--- src/rtl/avalon_arb_pack.sv ---
// Shared types and limits for the Avalon-ST packet arbiter and its round-robin picker.
package avalon_arb_pack;

    typedef enum logic {
        IDLE   = 1'b0,
        LOCKED = 1'b1
    } arb_state_t;

    localparam int unsigned MAX_NUM_INPUTS  = 16;
    localparam int unsigned STATS_CNT_WIDTH = 16;

    // Index width that never collapses to zero bits.
    function automatic int unsigned idx_width(input int unsigned n);
        return (n > 1) ? $clog2(n) : 1;
    endfunction

endpackage

--- src/rtl/avalon_rr_picker.sv ---
// Pure combinational round-robin picker: first requester strictly after last_grant, wrapping.
module avalon_rr_picker
    import avalon_arb_pack::*;
#(
    parameter int unsigned NUM_INPUTS = 4,
    localparam int unsigned IdxW      = idx_width(NUM_INPUTS)
) (
    input  logic [NUM_INPUTS-1:0] req_i,
    input  logic [IdxW-1:0]       last_grant_i,
    output logic                  any_req_o,
    output logic [IdxW-1:0]       winner_o
);

    logic [NUM_INPUTS-1:0] hi_mask;
    logic [NUM_INPUTS-1:0] hi_req;
    logic                  hi_any;

    function automatic logic [IdxW-1:0] first_set(input logic [NUM_INPUTS-1:0] v);
        logic [IdxW-1:0] idx;
        idx = '0;
        for (int i = NUM_INPUTS - 1; i >= 0; i--) begin
            if (v[i]) begin
                idx = IdxW'(i);
            end
        end
        return idx;
    endfunction

    // Inputs above the last winner get first chance; the rest only if none of those request.
    always_comb begin
        hi_mask = '0;
        for (int unsigned i = 0; i < NUM_INPUTS; i++) begin
            hi_mask[i] = (IdxW'(i) > last_grant_i);
        end
    end

    assign hi_req    = req_i & hi_mask;
    assign hi_any    = |hi_req;
    assign any_req_o = |req_i;
    assign winner_o  = hi_any ? first_set(hi_req) : first_set(req_i);

endmodule

--- src/rtl/avalon_pkt_arbiter.sv ---
// Packet-level round-robin arbiter sharing one Avalon-ST sink among NUM_INPUTS sources.
// Optional per-input accepted-packet counters are built when AVALON_PKT_ARB_STATS_EN is defined.
module avalon_pkt_arbiter
    import avalon_arb_pack::*;
#(
    parameter int unsigned DATA_WIDTH_IN_BYTES = 16,
    parameter int unsigned NUM_INPUTS          = 4,
    localparam int unsigned DataW              = 8 * DATA_WIDTH_IN_BYTES,
    localparam int unsigned EmptyW             = idx_width(DATA_WIDTH_IN_BYTES),
    localparam int unsigned IdxW               = idx_width(NUM_INPUTS)
) (
    input  logic                                   clk,
    input  logic                                   rst,
    input  logic [NUM_INPUTS-1:0][DataW-1:0]       in_data_i,
    input  logic [NUM_INPUTS-1:0][EmptyW-1:0]      in_empty_i,
    input  logic [NUM_INPUTS-1:0]                  in_sop_i,
    input  logic [NUM_INPUTS-1:0]                  in_eop_i,
    input  logic [NUM_INPUTS-1:0]                  in_valid_i,
    output logic [NUM_INPUTS-1:0]                  in_rdy_o,
    output logic [DataW-1:0]                       out_data_o,
    output logic [EmptyW-1:0]                      out_empty_o,
    output logic                                   out_sop_o,
    output logic                                   out_eop_o,
    output logic                                   out_valid_o,
    input  logic                                   out_rdy_i,
    output logic [IdxW-1:0]                        grant_id_o,
`ifdef AVALON_PKT_ARB_STATS_EN
    output logic [NUM_INPUTS-1:0][STATS_CNT_WIDTH-1:0] pkt_cnt_o,
`endif
    output logic                                   busy_o
);

    arb_state_t            state_q, state_d;
    logic [IdxW-1:0]       grant_q, grant_d;
    logic [IdxW-1:0]       last_grant_q, last_grant_d;
    logic [NUM_INPUTS-1:0] req;
    logic                  any_req;
    logic [IdxW-1:0]       winner;
    logic                  beat_accept;
    logic                  eop_accept;

    // Only a valid SOP beat may open arbitration; stray mid-packet beats never request.
    assign req = in_valid_i & in_sop_i;

    avalon_rr_picker #(
        .NUM_INPUTS (NUM_INPUTS)
    ) u_picker (
        .req_i        (req),
        .last_grant_i (last_grant_q),
        .any_req_o    (any_req),
        .winner_o     (winner)
    );

    assign beat_accept = out_valid_o & out_rdy_i;
    assign eop_accept  = beat_accept & out_eop_o;

    always_ff @(posedge clk) begin
        if (rst) begin
            state_q      <= IDLE;
            grant_q      <= '0;
            last_grant_q <= IdxW'(NUM_INPUTS - 1);
        end else begin
            state_q      <= state_d;
            grant_q      <= grant_d;
            last_grant_q <= last_grant_d;
        end
    end

    always_comb begin
        state_d      = state_q;
        grant_d      = grant_q;
        last_grant_d = last_grant_q;
        unique case (state_q)
            IDLE: begin
                if (any_req) begin
                    state_d      = LOCKED;
                    grant_d      = winner;
                    last_grant_d = winner;
                end
            end
            LOCKED: begin
                if (eop_accept) begin
                    state_d = IDLE;
                end
            end
        endcase
    end

    // Locked: zero-latency pass-through of the granted source; everyone else sees rdy=0.
    always_comb begin
        out_data_o  = '0;
        out_empty_o = '0;
        out_sop_o   = 1'b0;
        out_eop_o   = 1'b0;
        out_valid_o = 1'b0;
        in_rdy_o    = '0;
        if (state_q == LOCKED) begin
            out_data_o        = in_data_i[grant_q];
            out_empty_o       = in_empty_i[grant_q];
            out_sop_o         = in_sop_i[grant_q];
            out_eop_o         = in_eop_i[grant_q];
            out_valid_o       = in_valid_i[grant_q];
            in_rdy_o[grant_q] = out_rdy_i;
        end
    end

    assign busy_o     = (state_q == LOCKED);
    assign grant_id_o = grant_q;

`ifdef AVALON_PKT_ARB_STATS_EN
    logic [NUM_INPUTS-1:0][STATS_CNT_WIDTH-1:0] pkt_cnt_q, pkt_cnt_d;

    always_comb begin
        pkt_cnt_d = pkt_cnt_q;
        if (eop_accept) begin
            pkt_cnt_d[grant_q] = pkt_cnt_q[grant_q] + STATS_CNT_WIDTH'(1);
        end
    end

    always_ff @(posedge clk) begin
        if (rst) begin
            pkt_cnt_q <= '0;
        end else begin
            pkt_cnt_q <= pkt_cnt_d;
        end
    end

    assign pkt_cnt_o = pkt_cnt_q;
`endif

endmodule
--- config.mk ---
export PLATFORM = sky130hd
export DESIGN_NAME = avalon_pkt_arbiter
export DESIGN_NICKNAME = d
export VERILOG_FILES = /design/src/rtl/avalon_arb_pack.sv /design/src/rtl/avalon_rr_picker.sv /design/src/rtl/avalon_pkt_arbiter.sv
export SDC_FILE = /design/constraint.sdc
export NUM_CORES = 1
export LEC_CHECK = 0
export ABC_AREA = 1
export CAP_MARGIN = 0
export CORE_AREA = 4 4 267 269
export CTS_BUF_LIST = sky130_fd_sc_hd__clkbuf_16
export DETAILED_ROUTE_END_ITERATION = 10
export DIE_AREA = 0 0 271 273
export GPL_ROUTABILITY_DRIVEN = 1
export SYNTH_ARGS = -nofsm -noshare
export SYNTH_HDL_FRONTEND = slang
export SYNTH_SLANG_ARGS = --single-unit
--- constraint.sdc ---
create_clock -name clk -period 2 [get_ports clk]
set_clock_uncertainty 0.05 [all_clocks]
set_input_delay 0.6 -clock clk [delete_from_list [all_inputs] [get_ports clk]]
set_output_delay 0.6 -clock clk [all_outputs]
set_load 0.1 [all_outputs]
==> flow_summary.toml, run 1 <==
[critical_path]
worst-r2r-setup-slack_ns = 0.22
cp-start-kind = "flip-flop"
critPathLaunch = "grant_id_o[0]$_SDFFE_PP0P_"
crit_fanout = 21
rr_startpoint = "grant_id_o[1]$_SDFFE_PP0P_"
arrival_ns = 1.79
r2r-end = "busy_o$_SDFF_PP0_"
ff2ff_path_depth = 9
critical_path_required_ns = 1.35
endpoint_kind = "primary output"
critical_path_class = "flip-flop to primary output"

[sta]
finalHoldViolCount = 0
slew_viol_final = 0
layout_setup_ws_ns = -0.442
fin_crit_ns = 2.44
worstMarginPinSlew_ns = 0.367
rsz0062_at_grt = "yes"
timing.final.crit_share = 1.22
relSlewSlack = 0.756
finalSetupViolations = 136
fmax_mhz = 409
hold-worst-slack_ns = 0.455

[hold_path]
hold_end = "last_grant_q[0]$_SDFFE_PP1P_"
holdPathStages = 2
hold_path_class = "flip-flop to flip-flop"
worstHoldStart = "last_grant_q[0]$_SDFFE_PP1P_"

[yosys]
ys_seq_elements = 5
yosysSeqAreaShare = 0.0299
yosysUniqueCellTypes = 15
synth_fp_nets = 1083
syn_inst = 540
syn_area_mm2 = 0.00334
synth.avg_cell_area_um2 = 6.19
synth.area.top_cells = "a22oi_1 (60%), a21oi_1 (21%), clkbuf_1 (4.9%)"
yosys.area.top_type = "a22oi_1"
yosysTopAreaCellShare = 0.602
yosys_warnings = 0

[cells_and_area]
layout_commonest_cell = "clkdlybuf4s50_1"
multi_input_area_mm2 = 0.00521
final_area_mm2 = 0.0168
regArea_um2 = 111
layout_common_cells = "clkdlybuf4s50_1 (538), a22oi_2 (171), buf_12 (165), a21oi_4 (117), a22oi_1 (97)"
syn_to_final_growth_pct = 402
nFillCells = 7121
diodes = 0
num-nets-final = 1862
layout-drive-gt1-share = 0.480

[drt]
wl_um = 43900
num_vias = 8265
drc = 0
drt-pass1-iter-count = 5
wire_per_inst_um = 19.5
postRouteAntennaNets = 0
drt-initial-drc-count = 268
viasPerCell = 3.67

[placement]
place_congestion = 0.932
preCtsSetupSlack_ns = -0.673
port_buffers = 684
dp_hpwl_um = 34900
dpl-instance-area_mm2 = 0.0153

[grt]
grt_start_max_net_pins = 26
grt_pass1_vias = 9076
grt_pass1_wl_um = 59200
grt_usage = 0.105
antenna_found_initial = 6
grt_busiest_layer = "met2"
use_met1 = 0.120
grt_util_met3 = 0.0272
use_met2 = 0.193
overflow = 0

[power_and_ir_drop]
cell_internal_pwr_mw = 3.58
power_frac_comb = 0.941
switchingPower_mw = 4.20
power_density_mw_per_mm2 = 464
p_clk_frac = 0.042
p_total_mw = 7.79
ir_drop_v = 0.000259
p_leak_nw = 5.44
pwr-share-seq = 0.017
switching_share = 0.540

[floorplan]
dieHeight_um = 273
placementRows = 96
dieArea_mm2 = 0.0740
die_x_um = 271
pin_count = 685
core_area_mm2 = 0.0686
initial_utilization = 0.0487

[clocking]
htree_levels = 1
cts_root_buf = "clkbuf_16"
clock_sinks = 5
clk_latency_ns = 0.23
clockBufferDepth = 2
hold_buffers = 0
cts_made_buffers = 3
cts_tree = "built"
clk_pin_slew_ns = 0.03

[run]
drv_cap = 0

[status]
violations = "negative setup slack"
outcome = "finished with violations"
-- critical path: stages (launching register included) --
cell	delay (ns)
dfxtp_4	0.43
nand2_2	0.11
inv_4	0.09
buf_12	0.19
buf_6	0.16
a22oi_2	0.07
a21oi_4	0.25
buf_12	0.21
-- sequential cells by signal (all words and copies together), names as in the netlist --
signal / cells
busy_o: 1
grant_id_o: 2
last_grant_q: 2
-- metrics by stage --
step / util / std cells / setup TNS [ns]
after CTS: 0.236 / 2241 / -56.78
after detailed placement: 0.223 / 2222 / -40.36
after global routing: 0.245 / 2249 / -62.70
final: 0.245 / 2249 / -51.84
after floorplan: - / 540 / -75.06
after global placement: 0.223 / 2222 / -39.31
-- power by group through the flow --
stage               Clock (mW)  Sequential, mW  Combinational, mW
floorplan                    0           0.159               3.60
global placement             0           0.139               6.81
detailed placement           0           0.140               6.84
CTS                      0.330           0.133               7.16
global route             0.339           0.136               7.57
finish                   0.324           0.132               7.33
-- layer usage --
metal	wire length, um	share of wire	up-vias
met3	3340	0.076	71
met5	36	0.00082	-
met1	16700	0.38	3918
met4	1490	0.034	6
li1	-	-	3800
met2	22400	0.51	470
-- Yosys cell counts (all sizes together) --
| library cell | count |
|---|---|
| nand3 | 1 |
| clkbuf | 44 |
| nor2 | 8 |
| inv | 11 |
| o211ai | 1 |
| nor3 | 3 |
| nand4 | 1 |
| a21oi | 141 |
| dfxtp | 5 |
| buf | 27 |
| nand2 | 30 |
| a22oi | 268 |
-- area by class of cell --
type	count	area share
Multi-Input combinational cell	453	0.310
Clock buffer	3	0.00447
Sequential cell	5	0.00663
Timing Repair Buffer	845	0.605
Clock inverter	1	0.000224
Tap cell	931	0.0694
Inverter	11	0.00425
-- cell families (layout without fill, tap and decap cells) --
logic type / after synthesis / count (layout) / synth area share
DFF: 5 / 5 / 0.0299
AOI/OAI and AO/OA: 410 / 410 / 0.815
and+or+nand+nor: 43 / 43 / 0.0520
buffers and inverters: 82 / 860 / 0.103
-- worst max-delay path by stage --
stage | to | cells after the start | slack, ns
6_report | out_data_o[104] | 7 | -0.44
5_1_grt | out_data_o[63] | 8 | -0.53
4_1_cts | out_data_o[114] | 8 | -0.48
3_5_place_dp | in_rdy_o[2] | 6 | -0.67
3_3_place_gp | in_rdy_o[0] | 6 | -0.65
2_1_floorplan | in_rdy_o[0] | 2 | -1.40
-- what timing repair did --
| action | 4_1_cts | 5_1_grt |
|---|---|---|
| resized for setup | 131 | 112 |
| endpoints found under the hold margin | 0 | 0 |
| endpoints found under the setup margin | 140 | 141 |
| pin swaps | 20 | 100 |
| gates cloned | 7 | 3 |
| buffers inserted | 9 | 9 |
Power figures use the tool's default switching activity.
==> run 2: changes to the inputs <==
--- a/config.mk
+++ b/config.mk
@@ -12,6 +12,7 @@
 export DETAILED_ROUTE_END_ITERATION = 10
 export DIE_AREA = 0 0 271 273
 export GPL_ROUTABILITY_DRIVEN = 1
+export GPL_TIMING_DRIVEN = 0
 export SYNTH_ARGS = -nofsm -noshare
 export SYNTH_HDL_FRONTEND = slang
 export SYNTH_SLANG_ARGS = --single-unit
==> run 2 against run 1 <==
Effect of this change: the run still ends with negative setup slack left; flip-flop and latch count did not move; via count fell by 0.87%; wire length rose by 6.8%; critical path depth rose by 2; die area did not move; critical path type unchanged; largest power group unchanged; highest routed layer unchanged.
==> flow_summary.toml, run 2 (synthesis results as in run 1) <==
[status]
outcome = "finished with violations"
violations = "negative setup slack"

[power_and_ir_drop]
p_leak_nw = 5.29
power_density_mw_per_mm2 = 470
pwr-share-seq = 0.016
switching_share = 0.547
power_frac_comb = 0.940
cell_internal_pwr_mw = 3.55
switchingPower_mw = 4.28
ir_drop_v = 0.000274
p_clk_frac = 0.043

[placement]
dpl-instance-area_mm2 = 0.0130
port_buffers = 684
place_congestion = 0.968
dp_hpwl_um = 36600
dp_cells = 2155

[drt]
postRouteAntennaNets = 0
drt-pass1-iter-count = 5
drt-initial-drc-count = 255
drc = 0
num_vias = 8193
wire_per_inst_um = 21.3
wl_um = 46900
viasPerCell = 3.71

[grt]
grt_pass1_wl_um = 59500
overflow = 0
grt_pass1_vias = 8651
antenna_found_initial = 5
grt_usage = 0.108
grt_start_max_net_pins = 11

[sta]
worstMarginPinSlew_ns = 1.00
finalSetupTns_ns = -68.88
finalSetupViolations = 141
layout_setup_ws_ns = -0.640
timing.final.crit_share = 1.32
fin_crit_ns = 2.64
finalHoldViolCount = 0
hold-worst-slack_ns = 0.479
rsz0062_at_grt = "yes"
slew_viol_final = 0
fmax_mhz = 379
relSlewSlack = 0.331

[clocking]
hold_buffers = 0
clockBufferDepth = 2
cts_made_buffers = 3
clk_pin_slew_ns = 0.04
clk_latency_ns = 0.24
clock_sinks = 5
htree_levels = 1
cts_tree = "built"
cts_root_buf = "clkbuf_16"

[critical_path]
slowest_delay_ns = 0.35
slowest_stage = "dfxtp_4"
worst-r2r-setup-slack_ns = -0.06
crit_chain = "buf_12, nor2_4, buf_12, buf_16, buf_12, buf_6, a22oi_2, a21oi_4, buf_12"
crit_fanout = 7
arrival_ns = 1.99
ff2ff_path_depth = 9
r2r-end = "busy_o$_SDFF_PP0_"
cp-start-kind = "flip-flop"
critical_path_class = "flip-flop to primary output"
rr_startpoint = "grant_id_o[0]$_SDFFE_PP0P_"
critical_path_required_ns = 1.35
crit_path_frequent_cell = "buf_12"
endpoint_kind = "primary output"

[floorplan]
initial_utilization = 0.0487
pin_count = 685
core_area_mm2 = 0.0686
dieArea_mm2 = 0.0740
dieHeight_um = 273
placementRows = 96
die_x_um = 271

[hold_path]
hold_end = "last_grant_q[0]$_SDFFE_PP1P_"
worstHoldStart = "last_grant_q[0]$_SDFFE_PP1P_"
hold_path_class = "flip-flop to flip-flop"
holdPathStages = 2

[cells_and_area]
finalNonFillerCells = 2207
final_area_mm2 = 0.0166
utilization = 0.243
syn_to_final_growth_pct = 398
layout_common_cells = "clkdlybuf4s50_1 (541), a22oi_2 (200), buf_12 (157), a21oi_4 (117), a22oi_1 (68)"
num-nets-final = 1817
layout_commonest_cell = "clkdlybuf4s50_1"
layout-drive-gt1-share = 0.480

[run]
drv_cap = 0
run 2: cell types whose count changed in the layout (fill, tap and decap cells not counted), sizes merged:
| cell | change |
|---|---|
| clkdlybuf4s50 | +3 |
| diode | +3 |
| clkinv | +1 |
| buf | -84 |
| dlygate4sd2 | -1 |
| clkbuf | +36 |
run 2: worst max path at each step:
stage / endpoint / slack (ns) / startpoint
detailed placement: out_data_o[85] / -2.17 / busy_o$_SDFF_PP0_
global placement: out_data_o[85] / -2.13 / busy_o$_SDFF_PP0_
global route: out_eop_o / -0.68 / grant_id_o[0]$_SDFFE_PP0P_
floorplan: in_rdy_o[0] / -1.40 / busy_o$_SDFF_PP0_
finish: out_eop_o / -0.64 / grant_id_o[0]$_SDFFE_PP0P_
CTS: out_data_o[85] / -0.69 / grant_id_o[0]$_SDFFE_PP0P_
run 2: stage by stage:
stage                     total power, mW  worst slack, ns
after floorplan                      3.76            -1.40
after global placement               5.88            -2.13
after detailed placement             5.91            -2.17
after CTS                            7.09           -0.688
after global routing                 8.07           -0.677
final                                7.83           -0.640
run 2: layer usage:
metal  wire [um]  share of wire  GRT usage
met5          12        0.00026          0
met4        1220          0.026     0.0263
met3        3670          0.078     0.0356
met2       24200           0.51      0.197
met1       17900           0.38      0.120
run 2: final cells by class:
cell class	count	area (um2)
multi-input cells	453	5350
repair inverters	1	11.3
diodes	3	7.51
fillers	7160	51900
clock inverters	1	3.75
repair buffers	729	8940
plain buffers	70	913
well taps	931	1160
clock buffers	3	75.1
flip-flops and latches	5	111
inverters	11	76.3
run 2: repair_timing:
action,4_1_cts,5_1_grt
setup endpoints to repair,143,144
pin swaps,6,114
gates resized for setup,1279,328
gates cloned,1,15
setup buffers,4,26
run 2: power groups by stage:
stage	Sequential, mW	Clock (mW)	Combinational (mW)
after floorplan	0.159	0	3.60
after global placement	0.133	0	5.74
after detailed placement	0.134	0	5.78
after CTS	0.134	0.350	6.60
after global routing	0.131	0.357	7.58
final	0.128	0.340	7.36
run 2: worst max-delay path, delay by kind of cell (launching register included):
| kind | cells | cell delay [ns] |
|---|---|---|
| buffers and inverters | 6 | 0.87 |
| AO/OA/AOI/OAI | 2 | 0.45 |
| flip-flops | 1 | 0.35 |
| AND/OR/NAND/NOR | 1 | 0.05 |
